==> src/rtl/pec_wei_buf_pkg.sv <==
// Shared sizing and state encoding for the per-PEC weight receive buffer.
package pec_wei_buf_pkg;

  localparam int KERNEL_SIZE = 9;
  localparam int BLOCK_DEPTH = 32;
  localparam int DATA_WIDTH  = 8;
  localparam int BEAT_WORDS  = 8;

  localparam int FLG_W   = KERNEL_SIZE * BLOCK_DEPTH;
  localparam int NZ_W    = 9;
  localparam int ROWS    = FLG_W / BEAT_WORDS;
  localparam int CNT_W   = 6;
  localparam int BEAT_W  = 6;
  localparam int BEAT_SH = 3;
  localparam int POS_W   = 4;
  localparam int CH_W    = 5;
  localparam int ROW_W   = BEAT_WORDS * DATA_WIDTH;

  typedef enum logic [1:0] {
    ST_IDLE,
    ST_LOAD,
    ST_FULL,
    ST_SERVE
  } bufState_t;

endpackage

==> src/rtl/pec_wei_buf_flg_popcnt32.sv <==
// Population count of one kernel position's 32 sparsity flags.
module flg_popcnt32 (
  input  logic [31:0] flg,
  output logic [5:0]  cnt
);

  always_comb begin
    cnt = '0;
    for (int i = 0; i < 32; i++) begin
      cnt = cnt + {5'd0, flg[i]};
    end
  end

endmodule

==> src/rtl/pec_wei_buf.sv <==
// Weight receive buffer: stores one compressed kernel, then serialises the
// non-zero weights of a requested position one per cycle with channel tags.
//
// state    | meaning
// ST_IDLE  | empty, waiting for ld_start
// ST_LOAD  | accepting compressed weight beats
// ST_FULL  | kernel held, waiting for mac_req / mac_rel
// ST_SERVE | streaming non-zero weights of one position
module pec_wei_buf
  import pec_wei_buf_pkg::*;
(
  input  logic                  clk,
  input  logic                  rst_n,
  input  logic                  ld_start,
  input  logic [FLG_W-1:0]      ld_flg,
  input  logic                  ld_wei_vld,
  input  logic [ROW_W-1:0]      ld_wei,
  output logic                  ld_wei_rdy,
  output logic                  ld_get,
  output logic                  rdy_mac,
  input  logic                  mac_req,
  input  logic [POS_W-1:0]      mac_pos,
  input  logic                  mac_rel,
  output logic                  out_vld,
  input  logic                  out_rdy,
  output logic [DATA_WIDTH-1:0] out_wei,
  output logic [CH_W-1:0]       out_ch,
  output logic                  out_last,
  output logic                  ser_done
);

  bufState_t state, stateNxt;

  logic [BLOCK_DEPTH-1:0] flgPos  [KERNEL_SIZE];
  logic [NZ_W-1:0]        base    [KERNEL_SIZE];
  logic [NZ_W-1:0]        baseNxt [KERNEL_SIZE];
  logic [CNT_W-1:0]       cntNxt  [KERNEL_SIZE];
  logic [NZ_W-1:0]        nzNxt;
  logic [BEAT_W-1:0]      beats, beatsNxt, beatCnt;
  logic [BLOCK_DEPTH-1:0] mask;
  logic [NZ_W-1:0]        rdPtr;
  logic                   badPend;
  logic [ROW_W-1:0]       mem [ROWS];
  logic [ROW_W-1:0]       rowData;
  logic [CH_W-1:0]        lowCh;
  logic                   maskOne;
  logic                   ldHs, lastBeat, reqOk;

  for (genvar p = 0; p < KERNEL_SIZE; p++) begin : g_pop
    flg_popcnt32 uPop (
      .flg(ld_flg[p*BLOCK_DEPTH +: BLOCK_DEPTH]),
      .cnt(cntNxt[p])
    );
  end

  // Prefix bases give each position's first slot in the packed weight store.
  always_comb begin
    nzNxt = '0;
    for (int p = 0; p < KERNEL_SIZE; p++) begin
      baseNxt[p] = nzNxt;
      nzNxt      = nzNxt + NZ_W'(cntNxt[p]);
    end
    beatsNxt = BEAT_W'((nzNxt + NZ_W'(BEAT_WORDS - 1)) >> BEAT_SH);
  end

  assign ldHs     = (state == ST_LOAD) && ld_wei_vld;
  assign lastBeat = ldHs && (beatCnt == beats - BEAT_W'(1));
  assign reqOk    = mac_req && (mac_pos < POS_W'(KERNEL_SIZE));
  assign maskOne  = (mask != '0) && ((mask & (mask - BLOCK_DEPTH'(1))) == '0);

  always_comb begin
    lowCh = '0;
    for (int i = BLOCK_DEPTH - 1; i >= 0; i--) begin
      if (mask[i]) lowCh = CH_W'(i);
    end
  end

  always_comb begin
    stateNxt   = state;
    ld_get     = 1'b0;
    ld_wei_rdy = 1'b0;
    rdy_mac    = 1'b0;
    out_vld    = 1'b0;
    ser_done   = 1'b0;
    case (state)
      ST_IDLE: begin
        if (ld_start) begin
          ld_get   = (nzNxt == '0);
          stateNxt = (nzNxt == '0) ? ST_FULL : ST_LOAD;
        end
      end
      ST_LOAD: begin
        ld_wei_rdy = 1'b1;
        if (lastBeat) begin
          ld_get   = 1'b1;
          stateNxt = ST_FULL;
        end
      end
      ST_FULL: begin
        rdy_mac = 1'b1;
        if (mac_rel) begin
          stateNxt = ST_IDLE;
        end else begin
          ser_done = badPend;
          if (reqOk) stateNxt = ST_SERVE;
        end
      end
      ST_SERVE: begin
        rdy_mac = 1'b1;
        out_vld = (mask != '0);
        if (mac_rel) begin
          stateNxt = ST_IDLE;
        end else if ((mask == '0) || (out_rdy && maskOne)) begin
          ser_done = 1'b1;
          stateNxt = ST_FULL;
        end
      end
      default: stateNxt = ST_IDLE;
    endcase
  end

  assign rowData  = mem[rdPtr[NZ_W-1:BEAT_SH]];
  assign out_wei  = out_vld ? rowData[rdPtr[BEAT_SH-1:0]*DATA_WIDTH +: DATA_WIDTH] : '0;
  assign out_ch   = out_vld ? lowCh : '0;
  assign out_last = out_vld && maskOne;

  always_ff @(posedge clk or negedge rst_n) begin
    if (!rst_n) begin
      state   <= ST_IDLE;
      beats   <= '0;
      beatCnt <= '0;
      mask    <= '0;
      rdPtr   <= '0;
      badPend <= 1'b0;
      for (int p = 0; p < KERNEL_SIZE; p++) begin
        flgPos[p] <= '0;
        base[p]   <= '0;
      end
    end else begin
      state   <= stateNxt;
      badPend <= (state == ST_FULL) && mac_req && !mac_rel && !reqOk;
      if ((state == ST_IDLE) && ld_start) begin
        for (int p = 0; p < KERNEL_SIZE; p++) begin
          flgPos[p] <= ld_flg[p*BLOCK_DEPTH +: BLOCK_DEPTH];
          base[p]   <= baseNxt[p];
        end
        beats   <= beatsNxt;
        beatCnt <= '0;
      end else if (ldHs) begin
        beatCnt <= beatCnt + BEAT_W'(1);
      end
      if ((state == ST_FULL) && reqOk && !mac_rel) begin
        mask  <= flgPos[mac_pos];
        rdPtr <= base[mac_pos];
      end else if ((state == ST_SERVE) && out_vld && out_rdy) begin
        mask  <= mask & (mask - BLOCK_DEPTH'(1));
        rdPtr <= rdPtr + NZ_W'(1);
      end
    end
  end

  // Weight store has no reset; rows beyond the loaded count are never read.
  always_ff @(posedge clk) begin
    if (ldHs) mem[beatCnt] <= ld_wei;
  end

endmodule

==> config.mk <==
export PLATFORM = sky130hd
export DESIGN_NAME = pec_wei_buf
export DESIGN_NICKNAME = d
export VERILOG_FILES = /design/src/rtl/pec_wei_buf_pkg.sv /design/src/rtl/pec_wei_buf_flg_popcnt32.sv /design/src/rtl/pec_wei_buf.sv
export SDC_FILE = /design/constraint.sdc
export NUM_CORES = 2
export LEC_CHECK = 0
export CORE_MARGIN = 2
export CORE_UTILIZATION = 48
export DETAILED_ROUTE_END_ITERATION = 12
export HOLD_SLACK_MARGIN = 0.1
export PLACE_DENSITY = 0.71
export SKIP_LAST_GASP = 1
export SYNTH_ARGS = -nofsm -noshare
export SYNTH_HDL_FRONTEND = slang
export SYNTH_SLANG_ARGS = --single-unit
==> constraint.sdc <==
create_clock -name clk -period 24.2 [get_ports clk]
set_input_delay 6.05 -clock clk [delete_from_list [all_inputs] [get_ports clk]]
set_output_delay 6.05 -clock clk [all_outputs]
set_load 0.1 [all_outputs]
==> flow_summary.toml <==
[global_routing]
use_met3 = 0.0481
grtUsageTotal = 0.263
antenna_found_initial = 44
grt_pass1_vias = 63663
grt_max_degree = 179
use_met1 = 0.355
grt_pass1_wl_um = 461000
grt_busiest_layer = "met2"
met2_usage = 0.431
grt-ovfl-total = 0

[synthesis]
synth_area_leader_cell = "edfxtp_1"
ys_types = 72
async_flop_share = 0.151
synth_warnings = 0
synth-edff-count = 2304
synth_cells = 6521
yosys.area.top_type_share = 0.596
synth.avg_cell_area_um2 = 17.8
synth_seq_cells = 2714
netlist_top_cells_area = "edfxtp_1, mux4_2, dfrtp_1"
ys.flop_type = "edfxtp_1"
yosysSeqAreaShare = 0.684
synth_fp_nets = 7231
netlist_area_mm2 = 0.116

[timing]
tightest_slew_ns = 1.35
setup_ws_ns = 0.473
timing.final.hold_violations = 0
clock.fmax_ghz = 0.0421
min_period_ns = 23.73
slew_viol_final = 0
relSlewSlack = 0.0958
finalCritPeriodShare = 0.980
finalSetupViolCount = 0
fin_skew_ns = 0.0916

[cts]
root_buffer = "clkbuf_16"
clockBufferDepth = 4
cts_tree = "done"
path_clk_slew_ns = 0.05
htreeDepth = 5
clock_latency_ns = 0.95
cts.sinks = 2714
cts_hold_buf = 0
numCtsBuffers = 299

[routing]
wire_per_inst_um = 31.0
num_vias = 63380
drtAntennaViolNets = 0
drt_iter0_drc = 7574
viasPerCell = 6.09
drc = 0
dr.pass1.iters = 6
wirelength_um = 323000

[setup_path]
cp_common_cell = "fa_1"
worstSetupPathType = "input pin to primary output"
path_max_fanout = 5
crit_buf_inv = 7
crit_family = "adder cells"
endpoint_kind = "primary output"
crit_required_ns = 18.15
critPathArrivalTime_ns = 17.68
cp-start-kind = "input pin"
cp_slowest_stage_delay_ns = 0.61
slowest_stage = "fa_1"

[floorplan]
start_util = 0.483
die_h_um = 496
fp.dieW_um = 496
ioPinCount = 382
dieArea_mm2 = 0.246
fp.coreArea_mm2 = 0.241
rows = 180

[placement]
placed_cells = 9888
gp_congestion = 0.934
pre_cts_ws_ns = -0.0226
place_hpwl_um = 192000
numPortBuffers = 381
post_dp_cell_area_mm2 = 0.124

[run]
cap_viol_max_count = 0

[status]
status = "complete, no violations"

[hold_path]
min_path_type = "register to register"

[final_layout]
seq_area_mm2 = 0.0795
finalNonFillerCells = 10415
synthToLayoutAreaGrowth_pct = 14.9
drive_gt1_frac = 0.197
num-fill-cells = 18210
multiInputGateArea_mm2 = 0.0342
fin_nets = 7719
fin_area_mm2 = 0.133
[area by class of cell]
| class | instances | share of cell area |
|---|---|---|
| Antenna cell | 19 | 0.000356 |
| Clock buffer | 368 | 0.0595 |
| Clock inverter | 135 | 0.00949 |
| Inverter | 441 | 0.0124 |
| Multi-Input combinational cell | 3038 | 0.256 |
| Sequential cell | 2714 | 0.595 |
| Tap cell | 3185 | 0.0299 |
| Timing Repair Buffer | 515 | 0.0366 |
[synthesized netlist by cell type, types with 24 or more instances]
library cell and instances:
buf_1 87, xor2_1 27, a21oi_1 146, a21o_1 24, dfrtp_1 410, nor2_1 178
fa_1 224, clkbuf_1 236, mux2i_1 92, xnor2_1 62, nand2_1 775, ha_1 123
mux4_2 793, edfxtp_1 2304, inv_1 441, nor2b_1 27, nand3_1 28, o21ai_0 294
[cell usage in the layout, fill, tap and decap left out, types with 36 or more instances in the layout]
cell and instances:
clkbuf_1 57, ha_1 121, mux2i_1 92, edfxtp_1 2304, fa_1 223, nor2_4 36, xnor2_1 57, mux4_2 793
clkbuf_16 306, a21oi_1 142, dfrtp_1 404, nor2_1 140, o21ai_0 293, nand2_1 775, clkdlybuf4s50_1 374, clkinv_2 37
inv_1 441, clkinv_1 56, buf_4 131
[worst register-to-register path, stage by stage, from the launching register on]
cell	delay (ns)
dfrtp_1	0.53
nor2b_1	0.60
nand2_1	0.28
nor2_1	0.27
nand3_1	0.63
nor2_4	1.05
buf_4	0.61
buf_4	0.66
[sequential cells by signal (all words and copies together) (netlist names)]
name / count
mem: 2304
flgPos: 288
base: 66
mask: 32
rdPtr: 9
beatCnt: 6
beats: 6
state: 2
badPend: 1
[worst paths after layout]
path                        startpoint           to  slack [ns]  cells past startpoint
setup reg to reg              state[0]   mem[24][1]       19.21                      7
max in group asynchronous        rst_n    flgPos[8]       16.70                      3
hold / removal             flgPos[160]  flgPos[160]        0.47                      2
min in group asynchronous        rst_n  flgPos[270]        5.18                      1
setup / recovery             ld_flg[0]       ld_get        0.47                     38
hold reg to reg            flgPos[160]  flgPos[160]        0.47                      2
[layer usage]
layer / share of wire / wire (µm)
met3: 0.088 / 28300
met5: 0.00074 / 240
met1: 0.38 / 123000
met2: 0.49 / 158000
met4: 0.041 / 13100
[through the flow]
| step | utilization | hold slack [ns] | TNS (ns) |
|---|---|---|---|
| floorplan | - | 0.433 | 0 |
| CTS | 0.554 | 0.472 | 0 |
| global route | 0.555 | 0.486 | -0.0662 |
| detailed placement | 0.516 | 0.457 | -0.0226 |
| finish | 0.555 | 0.473 | 0 |
| global placement | 0.516 | 0.452 | 0 |
[cells by family (layout without fill, tap and decap cells)]
| kind of cell | after synthesis | in the layout | share of synthesized area |
|---|---|---|---|
| DFF | 2714 | 2714 | 0.684 |
| and+or+nand+nor | 1105 | 1105 | 0.0390 |
| muxes | 894 | 894 | 0.163 |
| buffers and inverters | 769 | 1459 | 0.0249 |
| AOI/OAI and AO/OA | 596 | 596 | 0.0298 |
| adders and majority gates | 350 | 350 | 0.0521 |
| xor gates and xnor gates | 93 | 93 | 0.00755 |
| other | 0 | 19 | 0 |
[what timing repair did]
| action | 4_1_cts | 5_1_grt |
|---|---|---|
| pin swaps | 0 | 6 |
| setup endpoints to repair | 1 | 1 |
| setup buffers | 0 | 5 |
| resized for setup | 1 | 18 |
Power is not shown: default switching activity piles up to over one toggle a cycle in this logic, so the estimate is an artifact.
